--- src/rtl/jk_pkg.sv ---
// Shared types and constants for the JK excitation driver.
// Excitation cases are indexed by {present q, target t}.
package jk_pkg;

    typedef enum logic [1:0] {
        IDLE,
        DRIVE,
        CHECK
    } jk_state_e;

    localparam logic [1:0] EXC_00 = 2'b00;
    localparam logic [1:0] EXC_01 = 2'b01;
    localparam logic [1:0] EXC_10 = 2'b10;
    localparam logic [1:0] EXC_11 = 2'b11;

endpackage

--- src/rtl/jk_excitation_driver_if.sv ---
// Command/feedback bundle between a stimulus source, the driver and a JK flip-flop bank.
interface jk_excitation_driver_if #(
    parameter int unsigned WIDTH = 4,
    parameter int unsigned ERR_W = 8
);
    logic             tgt_valid;
    logic             tgt_ready;
    logic [WIDTH-1:0] tgt_data;
    logic [WIDTH-1:0] q_fb;
    logic [WIDTH-1:0] j;
    logic [WIDTH-1:0] k;
    logic             done;
    logic             mismatch;
    logic [ERR_W-1:0] err_cnt;

    modport master (
        output tgt_valid, tgt_data, q_fb,
        input  tgt_ready, j, k, done, mismatch, err_cnt
    );

    modport slave (
        input  tgt_valid, tgt_data, q_fb,
        output tgt_ready, j, k, done, mismatch, err_cnt
    );
endinterface

--- src/rtl/jk_excitation_lut.sv ---
// One-bit JK excitation table: present q and target t to the J/K pair.
// Don't-care entries are driven with DC_FILL.
module jk_excitation_lut
    import jk_pkg::*;
#(
    parameter bit DC_FILL = 1'b0
) (
    input  logic i_q,
    input  logic i_t,
    output logic o_j,
    output logic o_k
);

    always_comb begin
        o_j = 1'b0;
        o_k = 1'b0;
        case ({i_q, i_t})
            EXC_00: begin o_j = 1'b0;    o_k = DC_FILL; end
            EXC_01: begin o_j = 1'b1;    o_k = DC_FILL; end
            EXC_10: begin o_j = DC_FILL; o_k = 1'b1;    end
            default: begin o_j = DC_FILL; o_k = 1'b0;   end
        endcase
    end

endmodule

--- src/rtl/jk_excitation_driver.sv ---
// Drives a JK flip-flop bank to a requested word for one clock, then checks the result
// and keeps a saturating count of failed transactions.
module jk_excitation_driver
    import jk_pkg::*;
#(
    parameter int unsigned WIDTH   = 4,
    parameter bit          DC_FILL = 1'b0,
    parameter int unsigned ERR_W   = 8
) (
    input  logic                   clk,
    input  logic                   rst,
    jk_excitation_driver_if.slave  bus
);

    jk_state_e        r_state, w_state_next;
    logic [WIDTH-1:0] r_tgt, w_tgt_next;
    logic [WIDTH-1:0] r_j, w_j_next;
    logic [WIDTH-1:0] r_k, w_k_next;
    logic             r_done, w_done_next;
    logic             r_mismatch, w_mismatch_next;
    logic [ERR_W-1:0] r_err_cnt, w_err_cnt_next;

    logic [WIDTH-1:0] w_q_fb;
    logic [WIDTH-1:0] w_tgt_data;
    logic [WIDTH-1:0] w_lut_j;
    logic [WIDTH-1:0] w_lut_k;
    logic             w_accept;

    assign w_q_fb     = bus.q_fb;
    assign w_tgt_data = bus.tgt_data;

    for (genvar g = 0; g < WIDTH; g++) begin : g_lut
        jk_excitation_lut #(
            .DC_FILL (DC_FILL)
        ) u_lut (
            .i_q (w_q_fb[g]),
            .i_t (w_tgt_data[g]),
            .o_j (w_lut_j[g]),
            .o_k (w_lut_k[g])
        );
    end

    // Ready is masked by rst so a source cannot see a handshake while reset is held.
    assign bus.tgt_ready = (r_state == IDLE) && !rst;
    assign w_accept      = bus.tgt_valid && bus.tgt_ready;

    always_comb begin
        w_state_next    = r_state;
        w_tgt_next      = r_tgt;
        w_j_next        = '0;
        w_k_next        = '0;
        w_done_next     = 1'b0;
        w_mismatch_next = 1'b0;
        w_err_cnt_next  = r_err_cnt;
        unique case (r_state)
            IDLE: begin
                if (w_accept) begin
                    w_tgt_next   = w_tgt_data;
                    w_j_next     = w_lut_j;
                    w_k_next     = w_lut_k;
                    w_state_next = DRIVE;
                end
            end
            DRIVE: begin
                w_state_next = CHECK;
            end
            CHECK: begin
                w_done_next     = 1'b1;
                w_mismatch_next = (w_q_fb != r_tgt);
                if (w_mismatch_next && (r_err_cnt != {ERR_W{1'b1}})) begin
                    w_err_cnt_next = r_err_cnt + 1'b1;
                end
                w_state_next = IDLE;
            end
            default: begin
                w_state_next = IDLE;
            end
        endcase
    end

    always_ff @(posedge clk or posedge rst) begin
        if (rst) begin
            r_state    <= IDLE;
            r_tgt      <= '0;
            r_j        <= '0;
            r_k        <= '0;
            r_done     <= 1'b0;
            r_mismatch <= 1'b0;
            r_err_cnt  <= '0;
        end else begin
            r_state    <= w_state_next;
            r_tgt      <= w_tgt_next;
            r_j        <= w_j_next;
            r_k        <= w_k_next;
            r_done     <= w_done_next;
            r_mismatch <= w_mismatch_next;
            r_err_cnt  <= w_err_cnt_next;
        end
    end

    assign bus.j        = r_j;
    assign bus.k        = r_k;
    assign bus.done     = r_done;
    assign bus.mismatch = r_mismatch;
    assign bus.err_cnt  = r_err_cnt;

endmodule

--- src/flat_wrapper.sv ---
// flat-port wrapper written by rule: the top's interface ports become plain ports
module jk_excitation_driver_flat import jk_pkg::*;
#(
    parameter int unsigned WIDTH   = 4,
    parameter bit          DC_FILL = 1'b0,
    parameter int unsigned ERR_W   = 8
)
  (clk, rst, bus_tgt_valid, bus_tgt_data, bus_q_fb, bus_tgt_ready, bus_j, bus_k, bus_done, bus_mismatch, bus_err_cnt);
  jk_excitation_driver_if #(.WIDTH(WIDTH), .ERR_W(ERR_W)) bus_i ();
  input  logic clk;
  input  logic rst;
  input wire logic [$bits(bus_i.tgt_valid)-1:0] bus_tgt_valid;
  input wire logic [$bits(bus_i.tgt_data)-1:0] bus_tgt_data;
  input wire logic [$bits(bus_i.q_fb)-1:0] bus_q_fb;
  output wire logic [$bits(bus_i.tgt_ready)-1:0] bus_tgt_ready;
  output wire logic [$bits(bus_i.j)-1:0] bus_j;
  output wire logic [$bits(bus_i.k)-1:0] bus_k;
  output wire logic [$bits(bus_i.done)-1:0] bus_done;
  output wire logic [$bits(bus_i.mismatch)-1:0] bus_mismatch;
  output wire logic [$bits(bus_i.err_cnt)-1:0] bus_err_cnt;
  assign bus_i.tgt_valid = bus_tgt_valid;
  assign bus_i.tgt_data = bus_tgt_data;
  assign bus_i.q_fb = bus_q_fb;
  assign bus_tgt_ready = bus_i.tgt_ready;
  assign bus_j = bus_i.j;
  assign bus_k = bus_i.k;
  assign bus_done = bus_i.done;
  assign bus_mismatch = bus_i.mismatch;
  assign bus_err_cnt = bus_i.err_cnt;
  jk_excitation_driver #(.WIDTH(WIDTH), .DC_FILL(DC_FILL), .ERR_W(ERR_W)) u_core (.clk(clk), .rst(rst), .bus(bus_i));
endmodule
--- config.mk ---
export PLATFORM = sky130hd
export DESIGN_NAME = jk_excitation_driver_flat
export DESIGN_NICKNAME = d
export VERILOG_FILES = /design/src/rtl/jk_pkg.sv /design/src/rtl/jk_excitation_driver_if.sv /design/src/rtl/jk_excitation_lut.sv /design/src/rtl/jk_excitation_driver.sv /design/src/flat_wrapper.sv
export SDC_FILE = /design/constraint.sdc
export NUM_CORES = 1
export LEC_CHECK = 0
export ABC_AREA = 1
export BUFFER_PORTS_ARGS = -buffer_cell sky130_fd_sc_hd__buf_4
export CAP_MARGIN = 20
export CELL_PAD_IN_SITES_DETAIL_PLACEMENT = 1
export CELL_PAD_IN_SITES_GLOBAL_PLACEMENT = 1
export CORE_MARGIN = 5
export CORE_UTILIZATION = 33
export CTS_BUF_LIST = sky130_fd_sc_hd__clkbuf_8 sky130_fd_sc_hd__clkbuf_16
export DETAILED_ROUTE_END_ITERATION = 10
export MAX_ROUTING_LAYER = met4
export PLACE_DENSITY = 0.72
export SYNTH_ARGS = -nofsm -noshare
export SYNTH_HDL_FRONTEND = slang
export SYNTH_SLANG_ARGS = --single-unit
--- constraint.sdc ---
create_clock -name clk -period 1.2 [get_ports clk]
set_input_delay 0.06 -clock clk [delete_from_list [all_inputs] [get_ports clk]]
set_output_delay 0.06 -clock clk [all_outputs]
set_load 0.005 [all_outputs]
==> key figures, run 1 <==
Power
  • Leakage power: roughly 0.92 nW
  • Worst VDD drop: between 0.6 and 0.7 mV
  • P per Cell Area: ~1200 mW/mm^2
  • Total Power: approximately 2.1 mW

Synth
  • Synthesis Warnings: 0
  • Seq/Total Area, Yosys: a little over half
  • Mapped cell area: between 0.001 and 0.0015 mm^2
  • Largest family of logic cells by synthesized area: simple AND/OR/NAND/NOR gates
  • Mean post-synth cell area: roughly 8.6 um^2
  • Number of synthesized register bits: 24
  • Mux share of post-synthesis cell area: 0%
  • Xor/xnor share of the synthesized area: less than 1%
  • Adder-cell share of the synthesized area: under 10%
  • Cells after Synth: 130
  • Library cells used by synthesis: 20
  • Synth Area in Simple Gates: 34.6%
  • Compound-Gate Fraction of Synth Area: under 10%
  • Syn_nets: ~140

Place
  • Final HPWL DP: 2330 um
  • Placement Cell Area: 0.00146 mm^2
  • Port bufs: 29
  • DP Cell Count: 212
  • Global placement routability congestion: roughly 0.84

Global routing
  • GRT met1 Usage: 16.8%
  • Vias in the first global route: roughly 1200
  • M3 GR Usage: a little under 2%
  • GRT Total Usage: ~16%
  • GR Overflow Total: 0
  • Global-route wire length before repair: approximately 5200 um
  • Most used routing layer: met2
  • Initial antenna violation count: 0
  • Met2 Track Usage GR: between 20% and 30%
  • Largest net degree at the start of global routing: 18

STA
  • Final setup fails: 9
  • Setup ws final: -0.0399 ns
  • Final worst-path cycle share: 103%
  • Hold_ws: just over 0.06 ns
  • Max-slew headroom: around 77%
  • RSZ-0062 raised after global routing: yes
  • Final Max Tran Viols: 0
  • Hold Violations, Final: 0
  • Final Critical Period: 1.24 ns
  • Fmax: between 800 and 900 MHz
  • Final Skew: 0.00518 ns
  • Slew @ Worst Pin: approximately 0.35 ns

Setup path
  • R2R Setup Slk: -0.04 ns
  • Crit path arrival time: 1.39 ns
  • CP most frequent cell: nand2_1
  • Crit-path cells: ha_2 > nand2_2 > inv_4 > nand4_4 > nand3_4 > nand2_1 > nand2_1
  • CP Launch Type: flop
  • Critical Path RT: around 1.4 ns
  • Worst-path fanout max: 8
  • Slowest Stage Delay on Critical Path: between 0.3 and 0.4 ns
  • CP max stage cell: dfrtp_1
  • CP Capture Type: flop
  • Setup CP Type: flop to flop

Clock tree
  • TritonCTS clock tree: built
  • H-Tree Level Count: 1
  • Clk buf depth: 2
  • CTS sink cnt: 24
  • TritonCTS buffer count: 3
  • Clock slew at reported path FFs: roughly 0.08 ns
  • Clock insertion delay at the later pin of the skew report: between 0.2 and 0.3 ns
  • Clk root buf: clkbuf_8

Job
  • Max Cap Viol: 0

Route
  • Antenna violation net count after detailed routing: 0
  • Routed via count: between 1000 and 1500
  • Drt first-iter violations: 37
  • DRC Markers: 0
  • Vias/cell: 4.72
  • Avg WL per Cell: between 10 and 15 um
  • Routed WL: between 3000 and 4000 um
  • 1st-pass router iterations: 4

Die
  • Die Span X: a little under 70 um
  • Die area: 0.00465 mm^2
  • I/O Pins: 30
  • CORE AREA: 0.00331 mm^2
  • Initial core utilization: 33.8%
  • Rows: 21
  • Die Y: about 70 um

Cells and area
  • Final instance area: 0.00169 mm^2
  • Non-Filler Instances: around 230
  • Most frequent cells in the layout: nand2_1, buf_4, dfrtp_1
  • Commonest non-fill, non-tap cell in the layout: nand2_1
  • # diodes: 0
  • Area Overhead vs Synth: 51.2%
  • Nets@finish: around 200
  • Share of cells above drive strength 1: between 30 and 40%

Status
  • Status: finished with violations
  • Failing checks: negative setup slack

Worst hold path
  • Hold Path Class: primary input to flop
worst max-delay path, delay by kind of cell, from the launching register on:
family,cells,cell delay (ns)
buffers and inverters,1,0.06
adders and majority gates,1,0.20
DFF,1,0.39
and+or+nand+nor,5,0.49
repair_timing:
| action | 4_1_cts | 5_1_grt |
|---|---|---|
| endpoints found under the hold margin | 15 | 0 |
| cloned | 1 | 1 |
| setup buffers | 0 | 1 |
| endpoints found under the setup margin | 15 | 17 |
| gates resized for setup | 5 | 21 |
| hold buffers | 9 | 0 |
| pin swaps | 9 | 7 |
cell type report:
class / count / area (um^2)
Fill cell: 408 / 1620
Timing Repair Buffer: 47 / 388
Inverter: 18 / 77.6
Sequential cell: 24 / 603
Tap cell: 46 / 57.6
Multi-Input combinational cell: 89 / 524
Clock buffer: 3 / 41.3
per-layer routing:
layer | part of all wire [%] | wire length [um] | vias to the layer above
li1 | - | - | 523
met1 | 39 | 1230 | 523
met2 | 56 | 1790 | 21
met3 | 3.8 | 120 | 4
met4 | 1.3 | 40 | 0
met5 | 0 | 0 | -
stage by stage:
stage | setup TNS [ns] | utilization, % | worst slack (ns)
finish | -0.232 | 51.1 | -0.0399
detailed placement | -0.632 | 44.2 | -0.0657
floorplan | 0 | - | 0.0124
CTS | -0.288 | 49.1 | -0.0473
global route | -1.55 | 51.1 | -0.142
global placement | -0.00630 | 44.2 | -0.00630
path summary, 6_finish.rpt:
| kind | startpoint | endpoint | cells after the start |
|---|---|---|---|
| max | u_core.bus.err_cnt[0] | u_core.bus.err_cnt[5] | 7 |
| min | bus_q_fb[2] | u_core.bus.k[2] | 3 |
| max reg2reg | u_core.bus.err_cnt[0] | u_core.bus.err_cnt[5] | 7 |
| min reg2reg | u_core.r_state[1] | u_core.r_state[1] | 1 |
| max in group asynchronous | rst | u_core.bus.j[1] | 4 |
| min in group asynchronous | rst | u_core.r_state[0] | 3 |
cells by family after synthesis:
| family | after synthesis |
|---|---|
| adders and majority gates | 1 |
| xor gates and xnor gates | 1 |
| and+or+nand+nor | 78 |
| AOI/OAI and AO/OA | 7 |
| buffers and inverters | 19 |
| DFF | 24 |
power by group:
group / internal, mW / total, mW / leakage, nW / switching [mW]
clock network: 0.224 / 0.462 / 0.0216 / 0.238
logic: 0.303 / 0.632 / 0.576 / 0.329
registers: 0.904 / 0.980 / 0.318 / 0.0759
total: 1.43 / 2.07 / 0.916 / 0.643
synthesized netlist by cell type (all sizes together):
library cell  count  area share (%)
ha                1             1.1
xor2              1            0.78
dfrtp            24              54
nand3             2             2.0
buf               1            0.45
inv              18             6.0
a21boi            1            0.67
o21ai             6             2.7
nand2            46              16
nand3b            3             2.0
nor2             12             4.9
nor3              6             3.1
nand4             9             6.4
flip-flops by register name, summed over array words and instances, names as in the netlist:
signal,cells
u_core.bus.mismatch,1
u_core.bus.err_cnt,8
u_core.r_tgt,4
u_core.bus.k,4
u_core.bus.j,4
u_core.r_state,2
u_core.bus.done,1
No activity file was read; power rests on OpenSTA's default activity.
==> inputs of run 2 (changes only) <==
--- a/config.mk
+++ b/config.mk
@@ -14,6 +14,7 @@
 export CORE_UTILIZATION = 33
 export CTS_BUF_LIST = sky130_fd_sc_hd__clkbuf_8 sky130_fd_sc_hd__clkbuf_16
 export DETAILED_ROUTE_END_ITERATION = 10
+export HOLD_SLACK_MARGIN = 0.1
 export MAX_ROUTING_LAYER = met4
 export PLACE_DENSITY = 0.72
 export SYNTH_ARGS = -nofsm -noshare
==> key figures, run 2 (same netlist as run 1, synthesis figures left out) <==
Setup path
  • Worst path depth: 8 (was 7)
  • Setup CP Type: flop to flop (unchanged)
  • CP Buf/Inv Count: 1 (unchanged)
  • Crit-path cells: inv_1 > nand2_1 > nand2_1 > nor2_4 > nand2_4 > nand3_4 > nand2_1 > nand2_1 (was ha_2 > nand2_2 > inv_4 > nand4_4 > nand3_4 > nand2_1 > nand2_1)
  • Worst-path fanout max: 8 (unchanged)
  • Critical Path RT: 1.35 ns (about the same)
  • R2R depth: 8 (was 7)
  • Crit path arrival time: 1.41 ns (was 1.39 ns)
  • CP Launch Type: flop (unchanged)
  • Crit path launch: u_core.r_tgt[1] (was u_core.bus.err_cnt[0])
  • CP top delay family: simple AND/OR/NAND/NOR gates (unchanged)
  • R2R Path Start: u_core.r_tgt[1] (was u_core.bus.err_cnt[0])
  • CP max stage cell: dfrtp_1 (unchanged)
  • R2R Setup Slk: -0.05 ns (was -0.04 ns)
  • CP Capture Type: flop (unchanged)
  • Termination of the worst setup path: u_core.bus.err_cnt[5] (unchanged)
  • R2R Path End: u_core.bus.err_cnt[5] (unchanged)
  • CP most frequent cell: nand2_1 (unchanged)
  • Slowest Stage Delay on Critical Path: 0.40 ns (was 0.39 ns)

Clock tree
  • TritonCTS clock tree: built (unchanged)
  • H-Tree Level Count: 1 (unchanged)
  • Clock insertion delay at the later pin of the skew report: 0.26 ns (about the same)
  • Clk buf depth: 2 (unchanged)
  • Clk root buf: clkbuf_8 (unchanged)
  • Clock slew at reported path FFs: 0.08 ns (about the same)
  • TritonCTS buffer count: 3 (unchanged)
  • CTS sink cnt: 24 (unchanged)

Cells and area
  • Area Overhead vs Synth: 56.7% (was 51.2%)
  • Final instance area: 0.00175 mm^2 (was 0.00169 mm^2)
  • Fin util: 52.9% (was 51.1%)
  • Max FFs per register: 8 (unchanged)
  • Most frequent cells in the layout: nand2_1, buf_4, dfrtp_1 (unchanged)
  • Non-Filler Instances: 231 (was 227)
  • Commonest non-fill, non-tap cell in the layout: nand2_1 (unchanged)
  • Nets@finish: 199 (was 195)
  • # diodes: 0 (unchanged)
  • Share of cells above drive strength 1: 36.8% (was 36.5%)

Global routing
  • Vias in the first global route: 1238 (was 1176)
  • GRT Total Usage: 16.6% (was 15.6%)
  • Largest net degree at the start of global routing: 18 (unchanged)
  • GR Overflow Total: 0 (unchanged)
  • Global-route wire length before repair: 5530 um (was 5220 um)
  • Initial antenna violation count: 0 (unchanged)

Route
  • Avg WL per Cell: 14.7 um (was 14.0 um)
  • 1st-pass router iterations: 4 (unchanged)
  • Vias/cell: 4.70 (was 4.72)
  • Antenna violation net count after detailed routing: 0 (unchanged)
  • Routed WL: 3400 um (was 3180 um)
  • Routed via count: 1086 (was 1071)
  • DRC Markers: 0 (unchanged)
  • Drt first-iter violations: 32 (was 37)

Power
  • Clock power share: 21.6% (was 22.3%)
  • Cell internal pwr: 1.45 mW (was 1.43 mW)
  • P per Cell Area: 1210 mW/mm^2 (was 1230 mW/mm^2)
  • Worst VDD drop: 0.685 mV (was 0.683 mV)
  • Register share of total power: 46.4% (was 47.3%)
  • Sw Share: 31.6% (was 31.0%)
  • Total Power: 2.12 mW (was 2.07 mW)
  • Logic gate share of total power: 32.0% (was 30.5%)
  • Leakage power: 0.944 nW (was 0.916 nW)
  • Psw: 0.669 mW (was 0.643 mW)

Status
  • Status: finished with violations (unchanged)
  • Failing checks: negative setup slack (unchanged)

Die
  • Die area: 0.00465 mm^2 (unchanged)
  • Die Span X: 68.2 um (unchanged)
  • CORE AREA: 0.00331 mm^2 (unchanged)
  • Initial core utilization: 33.8% (unchanged)
  • Die Y: 68.2 um (unchanged)
  • I/O Pins: 30 (unchanged)
  • Rows: 21 (unchanged)

STA
  • Hold_ws: 0.143 ns (was 0.0618 ns)
  • Setup ws final: -0.0537 ns (was -0.0399 ns)
  • Max-slew headroom: 77.7% (was 77.0%)
  • Fmax: 798 MHz (was 806 MHz)
  • Slew @ Worst Pin: 0.334 ns (was 0.345 ns)
  • Hold Violations, Final: 0 (unchanged)
  • Final setup fails: 9 (unchanged)
  • RSZ-0062 raised after global routing: yes (unchanged)
  • Final Critical Period: 1.25 ns (was 1.24 ns)
  • Final Max Tran Viols: 0 (unchanged)
  • Final Skew: 0.00507 ns (was 0.00518 ns)
  • Setup TNS: -0.342 ns (was -0.232 ns)
  • Final worst-path cycle share: 104% (was 103%)

Place
  • Final HPWL DP: 2330 um (unchanged)
  • Setup WS pre-CTS: -0.0657 ns (unchanged)
  • Global placement routability congestion: 0.841 (unchanged)
  • DP Cell Count: 212 (unchanged)
  • Placement Cell Area: 0.00146 mm^2 (unchanged)
  • Port bufs: 29 (unchanged)

Worst hold path
  • Hold Path Class: primary input to flop (unchanged)

Job
  • Max Cap Viol: 0 (unchanged)
-- run 2: cell types whose count changed in the layout (fill, tap and decap cells not counted) --
cell	delta
nand2_4	+1
nor2_2	-2
o21ai_0	-1
dlygate4sd3_1	+4
o21ai_2	+1
nand2_1	-1
nor2_4	+2
-- run 2: repair_timing --
action                     CTS  global route
setup buffers                0             1
setup endpoints to repair   15            17
cloned                       1             1
pin swaps                    9             7
hold buffers                13             0
hold endpoints to repair    36             0
resized for setup            5            27
-- run 2: per-layer routing --
metal | share of wire (%) | up-vias | global-route usage (%)
li1 | - | 525 | -
met5 | 0 | - | -
met4 | 2.6 | 0 | 5.96
met2 | 57 | 24 | 32.0
met3 | 3.5 | 8 | 1.97
met1 | 36 | 529 | 17.1
-- run 2: cell type report --
class / instances / area, um^2
flip-flops and latches: 24 / 603
repair buffers: 51 / 428
inverters: 18 / 77.6
clock buffers: 3 / 41.3
well taps: 46 / 57.6
fillers: 407 / 1560
multi-input cells: 89 / 546
-- run 2: worst min-delay path by stage --
stage                     cells past startpoint  slack [ns]                 to           from
after global routing                          3        0.15    u_core.bus.j[2]  bus_tgt_valid
after detailed placement                      2        0.07  u_core.r_state[0]            rst
after CTS                                     3        0.11  u_core.r_state[0]  bus_tgt_valid
after global placement                        2        0.06  u_core.r_state[0]            rst
after floorplan                               1        0.07    u_core.bus.done            rst
final                                         3        0.14    u_core.bus.j[2]  bus_tgt_valid
-- run 2: power groups by stage --
stage | combinational (mW) | clock (mW) | sequential, mW
floorplan | 0.239 | 0 | 0.996
global placement | 0.531 | 0 | 0.979
detailed placement | 0.556 | 0 | 0.988
CTS | 0.605 | 0.471 | 0.976
global route | 0.758 | 0.512 | 0.994
finish | 0.678 | 0.457 | 0.984
-- run 2: worst reg2reg max path: stages, from the launching register on --
cell     delay (ns)
dfrtp_1        0.40
inv_1          0.10
nand2_1        0.08
nand2_1        0.12
nor2_4         0.07
nand2_4        0.10
nand3_4        0.13
nand2_1        0.10
nand2_1        0.05
